### config.mk
export PLATFORM = sky130hd
export DESIGN_NAME = io_input_ctrl
export DESIGN_NICKNAME = d
export VERILOG_FILES = /design/src/rtl/io_input_ctrl.sv
export SDC_FILE = /design/constraint.sdc
export NUM_CORES = 1
export LEC_CHECK = 0
export CAP_MARGIN = 30
export CORE_AREA = 2 2 62 64
export DETAILED_ROUTE_END_ITERATION = 12
export DIE_AREA = 0 0 64 66
export GPL_ROUTABILITY_DRIVEN = 0
export PLACE_DENSITY = 0.8
export SYNTH_ARGS = -nofsm -noshare
export SYNTH_HDL_FRONTEND = slang
export SYNTH_SLANG_ARGS = --single-unit
export TNS_END_PERCENT = 30
### constraint.sdc
create_clock -name clk -period 3 [get_ports clk]
set_input_delay 0.45 -clock clk [delete_from_list [all_inputs] [get_ports clk]]
set_output_delay 0.45 -clock clk [all_outputs]
set_load 0.01 [all_outputs]
### src/rtl/io_input_ctrl.sv
// io_input_ctrl: synchronises and debounces the data switches, index
// switches and confirm button, snapshots data/index on each confirm press
// and holds a sticky confirm flag until the CPU reads it with a7 == 0.
// Build option: define IO_DEBOUNCE_EN to build the counting debouncers;
// without it each stable register simply follows its synchroniser.

// io_debounce: 2-flop synchroniser followed by a whole-vector debouncer.
module io_debounce #(
  parameter int W               = 1,
  parameter int DEBOUNCE_CYCLES = 500000,
  parameter int CNT_W           = 20
) (
  input  logic         clk,
  input  logic         rst_n,
  input  logic [W-1:0] raw,
  output logic [W-1:0] stable
);

  logic [W-1:0] s1;
  logic [W-1:0] s2;

  // Two-flop synchroniser bringing the asynchronous input into the clk domain.
  always_ff @(posedge clk) begin
    if (!rst_n) begin
      s1 <= '0;
      s2 <= '0;
    end else begin
      s1 <= raw;
      s2 <= s1;
    end
  end

`ifdef IO_DEBOUNCE_EN
  localparam logic [CNT_W-1:0] LAST = CNT_W'(DEBOUNCE_CYCLES - 1);

  logic [CNT_W-1:0] cnt;

  // Count consecutive cycles where s2 is steady and differs from the stable
  // value. s1 is the value s2 takes next, so s1 != s2 marks an edge at which
  // s2 changes; clearing there restarts the count as the new value arrives,
  // which lands the stable update DEBOUNCE_CYCLES edges after s2 settles.
  always_ff @(posedge clk) begin
    if (!rst_n) begin
      cnt    <= '0;
      stable <= '0;
    end else if ((s1 != s2) || (s2 == stable)) begin
      cnt <= '0;
    end else if (cnt == LAST) begin
      stable <= s2;
      cnt    <= '0;
    end else begin
      cnt <= cnt + CNT_W'(1);
    end
  end
`else
  localparam int unused_cfg = DEBOUNCE_CYCLES + CNT_W;

  // Without debouncing the stable register just retimes the synchroniser.
  always_ff @(posedge clk) begin
    if (!rst_n) begin
      stable <= '0;
    end else begin
      stable <= s2;
    end
  end
`endif

endmodule

// io_input_ctrl: top level conditioner feeding the CPU IO-read path.
module io_input_ctrl #(
  parameter int DEBOUNCE_CYCLES = 500000,
  parameter int CNT_W           = 20
) (
  input  logic        clk,
  input  logic        rst_n,
  input  logic [7:0]  sw_data,
  input  logic [2:0]  sw_index,
  input  logic        btn_confirm,
  input  logic        io_read,
  input  logic [31:0] rega7,
  output logic [7:0]  io_rdata,
  output logic [2:0]  test_index,
  output logic        confirm_ctrl,
  output logic        confirm_pulse
);

  logic [7:0] data_stable;
  logic [2:0] index_stable;
  logic       btn_stable;
  logic       btn_stable_d;
  logic       confirm_read;

  io_debounce #(.W(8), .DEBOUNCE_CYCLES(DEBOUNCE_CYCLES), .CNT_W(CNT_W)) u_data_db (
    .clk    (clk),
    .rst_n  (rst_n),
    .raw    (sw_data),
    .stable (data_stable)
  );

  io_debounce #(.W(3), .DEBOUNCE_CYCLES(DEBOUNCE_CYCLES), .CNT_W(CNT_W)) u_index_db (
    .clk    (clk),
    .rst_n  (rst_n),
    .raw    (sw_index),
    .stable (index_stable)
  );

  io_debounce #(.W(1), .DEBOUNCE_CYCLES(DEBOUNCE_CYCLES), .CNT_W(CNT_W)) u_btn_db (
    .clk    (clk),
    .rst_n  (rst_n),
    .raw    (btn_confirm),
    .stable (btn_stable)
  );

  assign confirm_read = io_read && (rega7 == 32'd0);

  // Registered rising-edge detect on the debounced button; a held button
  // yields a single pulse and release produces nothing.
  always_ff @(posedge clk) begin
    if (!rst_n) begin
      btn_stable_d  <= 1'b0;
      confirm_pulse <= 1'b0;
    end else begin
      btn_stable_d  <= btn_stable;
      confirm_pulse <= btn_stable & ~btn_stable_d;
    end
  end

  // Snapshot the debounced switches on each press so the CPU sees the values
  // that matched the press, unaffected by later switch movement.
  always_ff @(posedge clk) begin
    if (!rst_n) begin
      io_rdata   <= '0;
      test_index <= '0;
    end else if (confirm_pulse) begin
      io_rdata   <= data_stable;
      test_index <= index_stable;
    end
  end

  // Sticky confirm flag: a press sets it, a confirm-service read clears it,
  // and a press coinciding with the clearing read wins so it is never lost.
  always_ff @(posedge clk) begin
    if (!rst_n) begin
      confirm_ctrl <= 1'b0;
    end else if (confirm_pulse) begin
      confirm_ctrl <= 1'b1;
    end else if (confirm_read) begin
      confirm_ctrl <= 1'b0;
    end
  end

endmodule

==> impl_metrics.ini <==
[drt]
drt-initial-drc-count = 20
dr_wl_met2_um = 1400
drcViolationCount = 0
dr_wl_met3_um = 307
routed.top_layer = met4
firstDrtPassIters = 3
wl_met1_um = 1070
viasPerCell = 4.43
ant_nets = 0
finalWirelength_um = 2810
wire_per_inst_um = 11.7
vias = 1063

[synthesis]
syn-num-nets = 177
synth-seq-area-share_pct = 64.8
muxShareOfSynthArea_pct = 7.13
synth.distinct_cells = 15
synthTopCellsByArea = dfxtp_1 65%, and2_1 15%, mux2i_1 7.1%
synth_top_family_by_area = simple AND/OR/NAND/NOR gates
synth-seq-cells = 50
syn_area_per_cell_um2 = 11.9
synth_top_cell_by_area = dfxtp_1
synth_top_area_share_pct = 64.8
synthXorXnorAreaFrac_pct = 0
synthSimpleGateAreaFrac_pct = 25.2
synth_compound_area_share_pct = 0.729
synth_fa_ha_area_share_pct = 0
synth_cells = 130
netlist_area_um2 = 1540
ys_warn_count = 0

[layout]
final_nets = 238
final_core_util_pct = 63.0
area_growth_pct = 44.9
drive_gt1_share_pct = 5.73
antenna_cells = 0
fillers = 270

[pwr]
power.switching_mw = 0.214
ir_drop_uv = 315
clkPwrFrac_pct = 27.8
switching_share_pct = 19.8
power.internal_mw = 0.867
seqPwrFrac_pct = 63.7
p_per_area_nw_per_um2 = 483
p_leak_nw = 0.834
p_comb_share_pct = 8.4

[worst_setup_path]
critPathCapture = confirm_pulse
start_kind = flip-flop
rrSetupSlack_ns = 1.83
arrival_ns = 1.49
r2r_cells = 4
worst-setup-path-type = flip-flop to output port
crit_path_end_kind = output port
path_max_fanout = 14
r2r-end = confirm_ctrl
cp.required_ns = 2.55
critPathLaunch = confirm_pulse
timing.rr.start = confirm_pulse

[clocking]
insertion_delay_ns = 0.35
clk_pin_slew_ns = 0.12
htree_num_levels = 2
cts_resized = 0
cts_buffers = 5
post-cts-setup-buffers = 0
cts_tree = done
clockBufferDepth = 2
cts_hold_buf = 0
cts_sinks = 50
cts_root_buffer = clkbuf_4

[grt]
grt_pass1_vias = 1033
grt_pass1_wl_um = 4490
antenna_found_initial = 0
grtUsageTotal_pct = 14.3
grt_start_max_net_pins = 31
overflow = 0

[status]
status = finished clean

[floorplan]
die_area_um2 = 4220
io_pins = 60
coreArea_um2 = 3550
die_y_um = 66
die_w_um = 64
rows = 22
start_util_pct = 43.5

[timing]
worst_pin_slew_ns = 0.505
fin_crit_sh_pct = 64.8
finalHoldWorstSlack_ns = 0.393
fmax_mhz = 514
setup_violations = 0
fin_tns_setup_ns = 0
rsz0062_at_grt = false
min_period_ns = 1.94
slew_violations = 0
hold_viol = 0
skew_ns = 0.00494
max-slew-margin-rel_pct = 66.2

[placement]
dp_hpwl_um = 2150
port-buffer-count = 59

[hold_path]
hold_depth = 1
hp-class = flip-flop to flip-flop

[job]
maxCapViolations = 0
[how the worst min path moves through the flow]
stage                  from            end  slack, ns
6_report       btn_stable_d  confirm_pulse       0.39
5_1_grt        btn_stable_d  confirm_pulse       0.41
4_1_cts        btn_stable_d  confirm_pulse       0.40
3_5_place_dp   btn_stable_d  confirm_pulse       0.38
3_3_place_gp   btn_stable_d  confirm_pulse       0.37
2_1_floorplan  btn_stable_d  confirm_pulse       0.37
[critical path, stage by stage (launching register included)]
cell             delay, ns
dfxtp_1               0.33
buf_4                 0.24
clkdlybuf4s50_1       0.58
[Yosys cell counts (all sizes together)]
cell,instances
nor3,1
dfxtp,50
and4,1
nor4b,1
nor4,6
and2,37
mux2i,11
buf,3
a31oi,1
clkbuf,4
and3,1
or4,1
o21ai,1
nor2b,12
[metal layers]
layer / track usage, % / vias to the layer above
met1: 12.9 / 461
met5: 0 / -
met4: 4.89 / 0
li1: - / 545
met2: 27.3 / 55
met3: 7.16 / 2
[cells by family after synthesis]
kind of cell	Yosys count
compound gates	2
buf+inv	7
flops	50
mux	11
simple gates	60
[state kept, by name, indices dropped and copies added (netlist names), 3 cells and up]
register           cells
io_rdata               8
test_index             3
u_data_db.s1           8
u_data_db.s2           8
u_data_db.stable       8
u_index_db.s1          3
u_index_db.s2          3
u_index_db.stable      3
[stage by stage]
stage               cell area (µm²)  power (mW)  setup WS, ns  std cells
finish                         2240        1.08          1.06        240
CTS                            2240        1.10          1.02        240
global route                   2240        1.14         0.942        240
global placement               2180       0.792          1.27        232
floorplan                      1540       0.727          1.74        130
detailed placement             2180       0.796          1.16        232
[power by group through the flow]
stage / logic, mW / registers (mW) / clock network [mW]
floorplan: 0.0250 / 0.702 / 0
global placement: 0.0894 / 0.702 / 0
detailed placement: 0.0921 / 0.704 / 0
CTS: 0.0926 / 0.689 / 0.314
global route: 0.0978 / 0.691 / 0.349
finish: 0.0910 / 0.688 / 0.301
[area by class of cell]
class,instances,area [µm²],area share [%]
clock buffers,7,55.1,2.46
clock inverters,1,5.00,0.224
repair buffers,61,606,27.1
well taps,48,60.1,2.68
multi-input cells,73,510,22.8
flip-flops and latches,50,1000,44.7
[placed cells by master, fill, tap and decap left out]
cell	count
dfxtp_1	50
and3_1	1
or4_4	1
and4_1	1
o21ai_0	1
mux2i_1	11
clkdlybuf4s50_1	59
clkbuf_1	1
nor2b_1	12
nor3_2	1
clkbuf_4	5
a31oi_1	1
buf_4	2
clkinv_2	1
nor4_1	6
nor4b_1	1
clkbuf_8	1
and2_1	37
Power figures use the tool's default switching activity.
